`src/rtl/load_store_unit_if.sv`:
```
// Execute-request, data-memory and register-file-write signals of the load/store unit.
// The slave modport is the unit's view; master is the surrounding pipeline/memory.
interface load_store_unit_if;
  logic        req_valid;
  logic        req_ready;
  logic        req_is_store;
  logic [2:0]  req_funct3;
  logic [31:0] req_addr;
  logic [31:0] req_wdata;
  logic [4:0]  req_rd;
  logic        mem_req_valid;
  logic        mem_req_ready;
  logic [31:0] mem_addr;
  logic        mem_we;
  logic [3:0]  mem_wstrb;
  logic [31:0] mem_wdata;
  logic        mem_rsp_valid;
  logic [31:0] mem_rdata;
  logic [4:0]  regw_addr;
  logic [31:0] write_data;
  logic        write_ena;
  logic        done;
  logic        err;

  modport slave (
    input  req_valid, req_is_store, req_funct3, req_addr, req_wdata, req_rd,
           mem_req_ready, mem_rsp_valid, mem_rdata,
    output req_ready, mem_req_valid, mem_addr, mem_we, mem_wstrb, mem_wdata,
           regw_addr, write_data, write_ena, done, err
  );

  modport master (
    output req_valid, req_is_store, req_funct3, req_addr, req_wdata, req_rd,
           mem_req_ready, mem_rsp_valid, mem_rdata,
    input  req_ready, mem_req_valid, mem_addr, mem_we, mem_wstrb, mem_wdata,
           regw_addr, write_data, write_ena, done, err
  );
endinterface

```
`src/rtl/load_store_unit.sv`:
```
// Multi-cycle RV32I load/store unit: one op in flight, word-addressed memory bus with strobes.
// Optional MISALIGN_TRAP_EN: misaligned halfword/word ops abort with err instead of truncating offset.
module load_store_unit #(
  parameter int TIMEOUT   = 255,
  parameter int TIMEOUT_W = 8
) (
  input logic             clk,
  input logic             rst,
  load_store_unit_if.slave bus
);

  typedef enum logic [1:0] {IDLE, REQ, RESP, WB} state_t;

  state_t                 state;
  logic                   is_store_q;
  logic [2:0]             funct3_q;
  logic [1:0]             off_q;
  logic [4:0]             rd_q;
  logic [31:0]            result_q;
  logic [TIMEOUT_W-1:0]   tcount;

  logic                   req_bad;
  logic [3:0]             strb_next;
  logic [31:0]            wdata_next;
  logic [1:0]             off_eff;
  logic [31:0]            shifted;
  logic [31:0]            load_value;

  // Decode of the incoming request: legality, byte strobes and lane-replicated store data.
  always_comb begin
    req_bad    = 1'b0;
    strb_next  = 4'b1111;
    wdata_next = bus.req_wdata;
    if (bus.req_is_store)
      req_bad = (bus.req_funct3 > 3'd2);
    else
      req_bad = !(bus.req_funct3 inside {3'd0, 3'd1, 3'd2, 3'd4, 3'd5});
`ifdef MISALIGN_TRAP_EN
    if (bus.req_funct3[1:0] == 2'd1 && bus.req_addr[0])
      req_bad = 1'b1;
    if (bus.req_funct3[1:0] == 2'd2 && bus.req_addr[1:0] != 2'd0)
      req_bad = 1'b1;
`endif
    case (bus.req_funct3[1:0])
      2'd0: begin
        strb_next  = 4'b0001 << bus.req_addr[1:0];
        wdata_next = {4{bus.req_wdata[7:0]}};
      end
      2'd1: begin
        strb_next  = 4'b0011 << {bus.req_addr[1], 1'b0};
        wdata_next = {2{bus.req_wdata[15:0]}};
      end
      default: begin
        strb_next  = 4'b1111;
        wdata_next = bus.req_wdata;
      end
    endcase
  end

  // Load alignment: halfwords honour only addr[1], words are never shifted.
  always_comb begin
    off_eff = off_q;
    if (funct3_q[1:0] == 2'd1)
      off_eff = {off_q[1], 1'b0};
    else if (funct3_q[1:0] == 2'd2)
      off_eff = 2'd0;
    shifted = bus.mem_rdata >> {off_eff, 3'b000};
    case (funct3_q)
      3'd0:    load_value = {{24{shifted[7]}}, shifted[7:0]};
      3'd1:    load_value = {{16{shifted[15]}}, shifted[15:0]};
      3'd4:    load_value = {24'd0, shifted[7:0]};
      3'd5:    load_value = {16'd0, shifted[15:0]};
      default: load_value = bus.mem_rdata;
    endcase
  end

  always_ff @(posedge clk or posedge rst) begin
    if (rst) begin
      state             <= IDLE;
      is_store_q        <= 1'b0;
      funct3_q          <= 3'd0;
      off_q             <= 2'd0;
      rd_q              <= 5'd0;
      result_q          <= 32'd0;
      tcount            <= '0;
      bus.req_ready     <= 1'b1;
      bus.mem_req_valid <= 1'b0;
      bus.mem_addr      <= 32'd0;
      bus.mem_we        <= 1'b0;
      bus.mem_wstrb     <= 4'd0;
      bus.mem_wdata     <= 32'd0;
      bus.regw_addr     <= 5'd0;
      bus.write_data    <= 32'd0;
      bus.write_ena     <= 1'b0;
      bus.done          <= 1'b0;
      bus.err           <= 1'b0;
    end else begin
      bus.done      <= 1'b0;
      bus.err       <= 1'b0;
      bus.write_ena <= 1'b0;
      case (state)
        IDLE: begin
          if (bus.req_valid) begin
            is_store_q <= bus.req_is_store;
            funct3_q   <= bus.req_funct3;
            off_q      <= bus.req_addr[1:0];
            rd_q       <= bus.req_rd;
            if (req_bad) begin
              bus.err <= 1'b1;
            end else begin
              state             <= REQ;
              bus.req_ready     <= 1'b0;
              bus.mem_req_valid <= 1'b1;
              bus.mem_addr      <= {bus.req_addr[31:2], 2'b00};
              bus.mem_we        <= bus.req_is_store;
              bus.mem_wstrb     <= bus.req_is_store ? strb_next : 4'd0;
              bus.mem_wdata     <= bus.req_is_store ? wdata_next : 32'd0;
            end
          end
        end
        REQ: begin
          if (bus.mem_req_ready) begin
            bus.mem_req_valid <= 1'b0;
            bus.mem_we        <= 1'b0;
            bus.mem_wstrb     <= 4'd0;
            if (is_store_q) begin
              state         <= IDLE;
              bus.req_ready <= 1'b1;
              bus.done      <= 1'b1;
            end else begin
              state  <= RESP;
              tcount <= '0;
            end
          end
        end
        RESP: begin
          // A response arriving on the timeout cycle still wins over the abort.
          if (bus.mem_rsp_valid) begin
            result_q <= load_value;
            state    <= WB;
          end else if (TIMEOUT != 0 && tcount == TIMEOUT_W'(TIMEOUT)) begin
            bus.err       <= 1'b1;
            bus.req_ready <= 1'b1;
            state         <= IDLE;
          end else begin
            tcount <= tcount + 1'b1;
          end
        end
        WB: begin
          bus.write_ena  <= (rd_q != 5'd0);
          bus.regw_addr  <= rd_q;
          bus.write_data <= result_q;
          bus.done       <= 1'b1;
          bus.req_ready  <= 1'b1;
          state          <= IDLE;
        end
        default: state <= IDLE;
      endcase
    end
  end

endmodule

```
`src/flat_wrapper.sv`:
```
// flat-port wrapper written by rule: the top's interface ports become plain ports
module load_store_unit_flat 
#(
  parameter int TIMEOUT   = 255,
  parameter int TIMEOUT_W = 8
)
  (clk, rst, bus_req_valid, bus_req_is_store, bus_req_funct3, bus_req_addr, bus_req_wdata, bus_req_rd, bus_mem_req_ready, bus_mem_rsp_valid, bus_mem_rdata, bus_req_ready, bus_mem_req_valid, bus_mem_addr, bus_mem_we, bus_mem_wstrb, bus_mem_wdata, bus_regw_addr, bus_write_data, bus_write_ena, bus_done, bus_err);
  load_store_unit_if bus_i ();
  input logic clk;
  input logic rst;
  input wire logic [$bits(bus_i.req_valid)-1:0] bus_req_valid;
  input wire logic [$bits(bus_i.req_is_store)-1:0] bus_req_is_store;
  input wire logic [$bits(bus_i.req_funct3)-1:0] bus_req_funct3;
  input wire logic [$bits(bus_i.req_addr)-1:0] bus_req_addr;
  input wire logic [$bits(bus_i.req_wdata)-1:0] bus_req_wdata;
  input wire logic [$bits(bus_i.req_rd)-1:0] bus_req_rd;
  input wire logic [$bits(bus_i.mem_req_ready)-1:0] bus_mem_req_ready;
  input wire logic [$bits(bus_i.mem_rsp_valid)-1:0] bus_mem_rsp_valid;
  input wire logic [$bits(bus_i.mem_rdata)-1:0] bus_mem_rdata;
  output wire logic [$bits(bus_i.req_ready)-1:0] bus_req_ready;
  output wire logic [$bits(bus_i.mem_req_valid)-1:0] bus_mem_req_valid;
  output wire logic [$bits(bus_i.mem_addr)-1:0] bus_mem_addr;
  output wire logic [$bits(bus_i.mem_we)-1:0] bus_mem_we;
  output wire logic [$bits(bus_i.mem_wstrb)-1:0] bus_mem_wstrb;
  output wire logic [$bits(bus_i.mem_wdata)-1:0] bus_mem_wdata;
  output wire logic [$bits(bus_i.regw_addr)-1:0] bus_regw_addr;
  output wire logic [$bits(bus_i.write_data)-1:0] bus_write_data;
  output wire logic [$bits(bus_i.write_ena)-1:0] bus_write_ena;
  output wire logic [$bits(bus_i.done)-1:0] bus_done;
  output wire logic [$bits(bus_i.err)-1:0] bus_err;
  assign bus_i.req_valid = bus_req_valid;
  assign bus_i.req_is_store = bus_req_is_store;
  assign bus_i.req_funct3 = bus_req_funct3;
  assign bus_i.req_addr = bus_req_addr;
  assign bus_i.req_wdata = bus_req_wdata;
  assign bus_i.req_rd = bus_req_rd;
  assign bus_i.mem_req_ready = bus_mem_req_ready;
  assign bus_i.mem_rsp_valid = bus_mem_rsp_valid;
  assign bus_i.mem_rdata = bus_mem_rdata;
  assign bus_req_ready = bus_i.req_ready;
  assign bus_mem_req_valid = bus_i.mem_req_valid;
  assign bus_mem_addr = bus_i.mem_addr;
  assign bus_mem_we = bus_i.mem_we;
  assign bus_mem_wstrb = bus_i.mem_wstrb;
  assign bus_mem_wdata = bus_i.mem_wdata;
  assign bus_regw_addr = bus_i.regw_addr;
  assign bus_write_data = bus_i.write_data;
  assign bus_write_ena = bus_i.write_ena;
  assign bus_done = bus_i.done;
  assign bus_err = bus_i.err;
  load_store_unit #(.TIMEOUT(TIMEOUT), .TIMEOUT_W(TIMEOUT_W)) u_core (.clk(clk), .rst(rst), .bus(bus_i));
endmodule
```
`config.mk`:
```
export PLATFORM = sky130hd
export DESIGN_NAME = load_store_unit_flat
export DESIGN_NICKNAME = d
export VERILOG_FILES = /design/src/rtl/load_store_unit_if.sv /design/src/rtl/load_store_unit.sv /design/src/flat_wrapper.sv
export SDC_FILE = /design/constraint.sdc
export NUM_CORES = 1
export LEC_CHECK = 0
export CAP_MARGIN = 20
export CELL_PAD_IN_SITES_DETAIL_PLACEMENT = 2
export CELL_PAD_IN_SITES_GLOBAL_PLACEMENT = 2
export CORE_MARGIN = 2
export CORE_UTILIZATION = 32
export CTS_CLUSTER_SIZE = 40
export DETAILED_ROUTE_END_ITERATION = 12
export PLACE_DENSITY_LB_ADDON = 0.1
export SYNTH_ARGS = -nofsm -noshare
export SYNTH_HDL_FRONTEND = slang
export SYNTH_SLANG_ARGS = --single-unit
```
`constraint.sdc`:
```
create_clock -name clk -period 10.4 [get_ports clk]
set_input_delay 2.08 -clock clk [delete_from_list [all_inputs] [get_ports clk]]
set_output_delay 2.08 -clock clk [all_outputs]
set_load 0.05 [all_outputs]
```
; Word level (Yosys, flattened, before mapping)
; Cells that the tools add are included.
[op_classes]
add_sub_neg = 1
n_lt_le_gt_ge = 1
bitwise_logic = 1
mux = 47
eq_ne = 23
shifts = 3
n_reduce_logical = 16
[op_table]
columns = op, count
row1 = $pmux W32 S4, 1
row2 = $pmux W32 S2, 1
row3 = $mux W32, 1
row4 = $mux W8, 4
row5 = $shr A32 B5 Y16, 1
row6 = $mux W1, 19
row7 = $mux W2, 8
row8 = $mux W4, 4
row9 = $pmux W4 S2, 2
row10 = $pmux W8 S2, 1
row11 = $eq A3 B3 Y1 const B, 4
row12 = $ne A2 B2 Y1 const B, 6
row13 = $reduce_bool A5 Y1, 2
row14 = $add A8 B1 Y8 const B, 1
row15 = $eq A8 B8 Y1 const B, 1
row16 = $pmux W1 S2, 4
row17 = $pmux W2 S4, 1
row18 = $reduce_and A4 Y1, 2
row19 = $eq A2 B1 Y1 const B, 3
row20 = $eq A2 B2 Y1 const B, 3
row21 = $eq A3 B1 Y1 const B, 2
row22 = $logic_not A3 Y1, 2
row23 = $reduce_and A6 Y1, 1
row24 = $reduce_and A5 Y1, 1
row25 = 13 further kinds, 17
[totals]
word_cells = 110
input_bits = 110
out_inout_bits = 111
register_bits = 162

; Logic depth before layout (Yosys ltp)
; Gate-level depths: netlist (run 1).
[logic_depth]
ltp_word = 7
ltp_mapped = 8
ltp_nobuf = 6

; Worst setup path before layout (run 1)
; No wires, ideal clock.
[synth_timing]
kind = input port to flip-flop
startpoint = input bus_req_valid
endpoint = register u_core.bus.mem_addr[11]
required_ps = 10275
cell_stages = 6
setup_time_ps = 125
slack_ps = 7175
path_buffers = 2
arrival_time_ps = 3101
path_cell_list = nor2b_2 > and2b_1 > buf_4 > nand2_4 > buf_4 > mux2_2
[synth_via]
elab_chain_cells = 1
[synth_lines]
columns = item, line_no
row1 = from (decl), flat_wrapper.sv:11  ; input wire logic [$bits(bus_i.req_valid)-1:0] bus_req_valid;
row2 = $reduce_and A3 Y1 (no source line), --
row3 = to (signal assigned), load_store_unit.sv:114  ; bus.mem_addr <= {bus.req_addr[31:2], 2'b00};
row4 = to (decl), load_store_unit_if.sv:28  ; output req_ready, mem_req_valid, mem_addr, mem_we, mem_wstrb, mem_wdata,
; No other way between the ends.
; A chain may end at the register's enable or synchronous reset.

; Final worst setup path (run 1)
[layout_timing]
startpoint = input bus_req_is_store
endpoint = register u_core.bus.mem_addr[26]
[layout_via]
elab_chain_cells = 3
[layout_lines]
columns = item, line_no
row1 = from (decl), flat_wrapper.sv:12  ; input wire logic [$bits(bus_i.req_is_store)-1:0] bus_req_is_store;
row2 = $mux W1, load_store_unit.sv:34  ; if (bus.req_is_store)
row3 = $not A1 Y1 (no source line), --
row4 = $reduce_and A3 Y1 (no source line), --
; No other way between the ends.

==> results.md, run 1 <==
- Outcome: completed
- Layout cells sized above 1: roughly a fifth
- IO Pins: 221
- Cell variety after synth: ~60
- Final Net Count: a little under 1000
- DRC: 0
- Final setup vio count: 0
- Total power: around 3600 uW
- Final antenna-violating net count: 0
- Final wirelength: 23980 um
- Area Growth Syn to Fin: 38.78%
- Final worst path period share: 41.71%
- Crit-path slowest cell: clkdlybuf4s50_1
- Worst Hold End: u_core.result_q[5]
- Max_cap viols: 0
- R2r worst-path depth: 4
- Max Root-Sink Buffers: 2
- GP Congestion: a little under 0.8
- Post-CTS sizing: 0
- P_int: 1925 uW
- Switching part of the total power: 45.76%
- First-pass GRT wire length: ~38000 um
- Final Hold Violating Endpoints: 0
- Max Slew Vio Count: 0
- RSZ-0062 raised after global routing: no
- Combinational share of power: between 40% and 50%
- Starting density of the core: 32.44%
- Post-CTS Setup Bufs: 0
- Worst Path Required: 10.71 ns
- DRT Pass-1 Iters: 4
- Post-synthesis sequential area ratio: 53.42%
- Post-synthesis cell count: 670
- Cts hold-fix bufs: 0
- Reg power frac: 31.6%
- Clock sinks: 162
- Clk_lat worst skew: 0.44 ns
- Row cnt: 56
- Die width: 158.0 um
- Antenna Cells: 0
- Root Buffer: clkbuf_16
- Vias in the first global route: 6896
- Top FF cell, synth: dfrtp_1
- Largest stage delay, worst path: around 1.1 ns
- Total CTS buffers: 17
- CP Capture Type: register
- Leakage: 0.004464 uW
- Worst-Margin Slew: 1.061 ns
- Most frequent cells in the layout: 218 x clkdlybuf4s50_1, 161 x dfrtp_1, 94 x mux2_2
- Beginning of the worst register-to-register path: u_core.state[1]
- Number of synthesized flops with an enable pin: 0
- R2R Setup Slk: 7.68 ns
- Largest net degree at the start of global routing: 97
- Gr usage total: 20.05%
- Final worst path period need: 4.338 ns
- WL/cell: between 20 and 25 um
- Utilization after layout: 45.02%
- Clk network pwr share: 18.6%
- Max Freq: roughly 230 MHz
- H-tree levels: 4
- Psw: around 1600 uW
- Setup TNS: 0 ns
- Core area: 0.02340 mm2
- Grt total ovfl: 0
- Total number of vias: 5983
- Initial antenna violation count: 0
- Vias/cell: 5.003
- Yosys reg bits: 162
- Starting DRC count in detailed routing: 140
- CP Data Arrival Time: between 4 and 5 ns
- Max rail drop VDD: 0.1889 mV
- CTS tree: done
- Die Height: 158.0 um
- Power Density: 337.0 mW/mm2
- Ys async rst share: 100.0%
- Hold WS: 0.4860 ns
- Worst setup SP type: input pin
- Worst slew margin: 29.02%
- FF-to-FF End: u_core.bus.mem_addr[20]
- Commonest non-fill, non-tap cell in the layout: clkdlybuf4s50_1
- Reg clk slew, reported paths: 0.07 ns
- Synth warnings: 0
- Hpwl dp: 16890 um
- Clk_skew: 0.01608 ns
- Worst Hold Depth: 2
- Critical path cell sequence: clkdlybuf4s50_1, a21o_1, o21ai_2, nand2_4, mux2_2
- CP Class: in2reg
- Post-Syn Area per Cell: 11.33 um2
- Fillers: 2452
- Port bufs: 218
- Worst hold start: u_core.result_q[5]
- Min-Delay Path Class: reg2reg
- Synth Cell Area: 0.007591 mm2
- Worst-path fanout max: 81
- Die Area: 0.02497 mm2
-- cells by family (layout without fill, tap and decap cells) --
| group | after synthesis | count (layout) | synth area share, % |
|---|---|---|---|
| AOI/OAI and AO/OA | 131 | 131 | 10.91 |
| xor gates and xnor gates | 5 | 5 | 0.5769 |
| adders and majority gates | 1 | 1 | 0.1648 |
| buffers and inverters | 55 | 261 | 4.187 |
| DFF | 162 | 162 | 53.42 |
| muxes | 109 | 109 | 15.96 |
| other | 1 | 2 | 0.04940 |
| and+or+nand+nor | 206 | 206 | 14.74 |
-- worst max path at each step --
stage,from,end,slack (ns),cells past startpoint
6_report,bus_req_is_store,u_core.bus.mem_addr[26],6.06,5
5_1_grt,bus_req_is_store,u_core.bus.mem_addr[26],5.87,5
3_5_place_dp,bus_req_is_store,u_core.bus.mem_addr[28],5.59,5
4_1_cts,bus_req_is_store,u_core.bus.mem_addr[26],6.05,5
3_3_place_gp,bus_req_is_store,u_core.bus.mem_addr[23],5.70,5
2_1_floorplan,rst,u_core.bus.done,3.95,1
-- routing by layer --
| metal | GRT usage (%) | vias up | wire [um] |
|---|---|---|---|
| li1 | - | 2751 | - |
| met1 | 24.83 | 3062 | 10210 |
| met2 | 34.39 | 152 | 12070 |
| met3 | 6.105 | 18 | 1492 |
| met4 | 4.547 | 0 | 205 |
| met5 | 0 | - | 0 |
-- through the flow --
| step | cells | setup slack, ns | instance area (um2) |
|---|---|---|---|
| 5_1_grt | 1196 | 5.865 | 10540 |
| 3_5_place_dp | 1164 | 5.594 | 9932 |
| 4_1_cts | 1196 | 6.050 | 10540 |
| 2_1_floorplan | 671 | 3.945 | 7595 |
| 3_3_place_gp | 1164 | 5.700 | 9932 |
| 6_report | 1196 | 6.062 | 10540 |
-- synth_stat cells (3+ instances only) --
cell type | number | area share, %
or3_1 | 4 | 0.33
a21oi_1 | 20 | 1.3
dfrtp_1 | 161 | 53
buf_2 | 11 | 0.73
a21o_1 | 3 | 0.30
nand3_1 | 24 | 1.6
mux2_2 | 94 | 14
buf_6 | 9 | 1.3
nand3_2 | 11 | 1.5
mux2i_1 | 13 | 1.7
nand3b_1 | 12 | 1.2
a211o_1 | 7 | 0.81
buf_4 | 8 | 0.79
o2bb2ai_1 | 4 | 0.46
a221oi_1 | 6 | 0.69
clkbuf_1 | 22 | 1.1
a22o_1 | 9 | 1.0
inv_1 | 5 | 0.25
nand2b_1 | 9 | 0.74
xnor2_1 | 5 | 0.58
o21ai_0 | 64 | 4.2
nor2_1 | 25 | 1.2
nand2_1 | 85 | 4.2
nor3_1 | 12 | 0.79
nand2b_4 | 3 | 0.54
-- worst max-delay path: cells and delay by family --
| kind | cells | cell delay [ns] |
|---|---|---|
| buf+inv | 1 | 1.11 |
| simple gates | 1 | 0.68 |
| mux | 1 | 0.42 |
| compound gates | 2 | 0.32 |
-- cell type report --
cell class	instances	area [um2]	share of cell area, %
clock buffers	18	439.2	4.169
clock inverters	14	163.9	1.556
inverters	5	23.77	0.2257
multi-input cells	454	3227	30.63
flip-flops and latches	162	4055	38.49
well taps	319	399.1	3.789
repair buffers	224	2227	21.14
-- registers in the layout (all words and copies together) (netlist names) --
register                  cells
u_core.bus.done               1
u_core.bus.err                1
u_core.bus.mem_addr          30
u_core.bus.mem_req_valid      1
u_core.bus.mem_wdata         32
u_core.bus.mem_we             1
u_core.bus.mem_wstrb          4
u_core.bus.regw_addr          5
u_core.bus.req_ready          1
u_core.bus.write_data        32
u_core.bus.write_ena          1
u_core.funct3_q               3
u_core.is_store_q             1
u_core.off_q                  2
u_core.rd_q                   5
u_core.result_q              32
u_core.state                  2
u_core.tcount                 8
-- power groups by stage --
stage          clock network, uW  logic, uW  registers (uW)
2_1_floorplan                  0        583            1720
3_3_place_gp                   0       1740            1110
3_5_place_dp                   0       1790            1130
4_1_cts                      676       1790            1130
5_1_grt                      703       1880            1170
6_report                     660       1770            1120
Note: power is estimated with default switching activity, not from simulation.
==> run 2: changes to the inputs <==
--- a/config.mk
+++ b/config.mk
@@ -9,7 +9,7 @@
 export CELL_PAD_IN_SITES_DETAIL_PLACEMENT = 2
 export CELL_PAD_IN_SITES_GLOBAL_PLACEMENT = 2
 export CORE_MARGIN = 2
-export CORE_UTILIZATION = 32
+export CORE_UTILIZATION = 27
 export CTS_CLUSTER_SIZE = 40
 export DETAILED_ROUTE_END_ITERATION = 12
 export PLACE_DENSITY_LB_ADDON = 0.1
==> constraint.sdc (replaced) <==
create_clock -name clk -period 3.94 [get_ports clk]
set_input_delay 0.788 -clock clk [delete_from_list [all_inputs] [get_ports clk]]
set_output_delay 0.788 -clock clk [all_outputs]
set_load 0.05 [all_outputs]
==> run 2 against run 1 <==
Die area rose by 18%. Flip-flop and latch count unchanged. First-iteration DRC count up 100%. Combinational power grew to 2.7 times the previous value. Power rose to 2.6 times the previous value. Clock-buffer cell count is 2 higher. Sequential power increased to 2.6 times the previous value. Cell area is 1.2% higher. Critical endpoint is now u_core.bus.mem_addr[13]. Cell count up 5.7%. Clock skew hardly changed. Utilization fell by 6.5 points. Largest cell class unchanged. Non-clock buffer count up 8.
==> results.md, run 2 (same netlist as run 1, synthesis figures left out) <==
- Layout cells sized above 1: 19.32% (+0.51 points)
- GP Congestion: 0.7912 (+0.93%)
- Die width: 171.7 um (+8.6%)
- Worst slew margin: 37.30% (+8.3 points)
- Final setup vio count: 0 (unchanged)
- FF/Latch Area: 0.004055 mm2 (unchanged)
- Fillers: 2861 (+17%)
- Largest net degree at the start of global routing: 103 (+6.2%)
- Max Freq: 379.2 MHz
- Min-Delay Path Class: reg2reg
- Final wirelength: 24970 um (+4.1%)
- Final Net Count: 983 (+0.82%)
- Commonest non-fill, non-tap cell in the layout: clkdlybuf4s50_1
- Die Height: 171.7 um (+8.6%)
- Most frequent cells in the layout: 218 x clkdlybuf4s50_1, 161 x dfrtp_1, 94 x mux2_2
- Max Slew Vio Count: 0 (unchanged)
- Final worst setup slack: 1.303 ns (-4.760 ns)
- Reg clk slew, reported paths: 0.07 ns (about the same)
- Final worst path period share: 66.93%
- Final worst path period need: 2.637 ns
- R2r worst-path depth: 6 (+2)
- Worst setup SP type: input pin
- Final Hold Violating Endpoints: 0 (unchanged)
- P_int: 5035 uW (+160%)
- Dpl cells: 1231 (+5.8%)
- Largest regs: u_core.bus.mem_wdata: 32 flops, u_core.bus.write_data: 32 flops, u_core.result_q: 32 flops
- WL/cell: 19.75 um (-1.5%)
- Area of the multi-input gates: 0.003227 mm2 (unchanged)
- FF-to-FF End: u_core.result_q[0]
- Worst Hold End: u_core.bus.mem_wdata[28]
- CTS tree: done
- CP Data Arrival Time: 2.94 ns (-1.71 ns)
- Power Density: 874.2 mW/mm2 (+160%)
- Total CTS buffers: 17 (unchanged)
- Clk_lat worst skew: 0.42 ns (-0.02 ns)
- Core area: 0.02771 mm2 (+18%)
- Place WS: 0.8140 ns (-4.780 ns)
- Switching part of the total power: 45.97% (+0.21 points)
- CP Capture Type: register
- Max rail drop VDD: 0.3506 mV (+86%)
- Max Root-Sink Buffers: 2 (unchanged)
- Outcome: completed
- Total number of vias: 6049 (+1.1%)
- Final antenna-violating net count: 0 (unchanged)
- Hpwl dp: 17920 um (+6.1%)
- Beginning of the worst register-to-register path: u_core.funct3_q[1]
- Initial antenna violation count: 2 (+2)
- Reg power frac: 31.5% (about the same)
- DRT Pass-1 Iters: 4 (unchanged)
- Worst hold start: u_core.bus.mem_wdata[28]
- Worst-Margin Slew: 0.9372 ns (-0.1237 ns)
- Port bufs: 218 (unchanged)
- Vias in the first global route: 6904 (+0.12%)
- Combinational share of power: 50.9% (+1.1 points)
- Clk_skew: 0.01583 ns (-0.0002563 ns)
- Leakage: 0.004478 uW (+0.31%)
- H-tree levels: 4 (unchanged)
- Clock sinks: 162 (unchanged)
- Row cnt: 61 (+8.9%)
- Post-CTS Setup Bufs: 0 (unchanged)
- Max_cap viols: 0 (unchanged)
- Die Area: 0.02947 mm2 (+18%)
- First-pass GRT wire length: 39260 um (+2.0%)
- CP Class: in2reg
- Worst-path fanout max: 50 (-38%)
- Worst Hold Depth: 2 (unchanged)
- Starting DRC count in detailed routing: 283 (+100%)
- Fin cells: 1264 (+5.7%)
- RSZ-0062 raised after global routing: no
- Root Buffer: clkbuf_16
- Starting density of the core: 27.40% (-5.0 points)
- Worst Path Required: 4.24 ns (-6.47 ns)
- Gr usage total: 17.36% (-2.7 points)
- Grt total ovfl: 0 (unchanged)
- Clk network pwr share: 17.6% (-1.0 points)
- Setup TNS: 0 ns (unchanged)
- Area Growth Syn to Fin: 40.43%
- R2R Setup Slk: 1.49 ns (-6.19 ns)
- DRC: 0 (unchanged)
- Post-CTS sizing: 0 (unchanged)
- IO Pins: 221 (unchanged)
- Vias/cell: 4.786 (-4.3%)
- Cts hold-fix bufs: 0 (unchanged)
- Psw: 4284 uW (+160%)
==> run 2: per-layer routing <==
layer	global-route usage, %	wire [um]
met5	0	13
met4	5.122	383
met3	5.936	1860
met2	28.86	12140
met1	21.28	10570
==> run 2: how the worst max path moves through the flow <==
stage | start | end
finish | bus_req_is_store | u_core.bus.mem_addr[13]
CTS | bus_req_is_store | u_core.bus.mem_addr[13]
floorplan | rst | u_core.bus.done
global route | bus_req_is_store | u_core.bus.mem_addr[13]
detailed placement | bus_req_is_store | u_core.bus.mem_addr[13]
global placement | bus_req_is_store | u_core.bus.mem_addr[13]
==> run 2: critical path, cell delays in order <==
cell and delay [ns]:
clkdlybuf4s50_1 0.45, buf_4 0.25, a21o_1 0.18, o21ai_2 0.12, nand2_4 0.46, buf_4 0.30
mux2_2 0.35
==> run 2: through the flow <==
stage / instance area, um2 / total power [uW] / utilization [%] / hold WS (ns)
floorplan: 7599 / 6087 / - / 0.4460
CTS: 10660 / 9477 / 38.47 / 0.4967
detailed placement: 10090 / 7760 / 36.42 / 0.4781
global placement: 10090 / 7604 / 36.42 / 0.4665
global route: 10660 / 9855 / 38.47 / 0.5217
finish: 10660 / 9319 / 38.48 / 0.4922
==> run 2: layout make-up <==
cell class                 instances  share of cell area [%]
tap                              378                   4.437
clock inverter                    12                   1.138
clock buffer                      20                   4.190
sequential                       162                   38.04
multi-input combinational        454                   30.27
timing repair buffer             232                   21.69
inverter                           5                  0.2113
antenna                            1                 0.02347
==> run 2: power groups by stage <==
stage / Sequential (uW) / Clock [uW] / Combinational (uW)
detailed placement: 2970 / 0 / 4790
global route: 3060 / 1760 / 5030
floorplan: 4550 / 0 / 1540
global placement: 2930 / 0 / 4680
finish: 2930 / 1640 / 4740
CTS: 2950 / 1710 / 4810
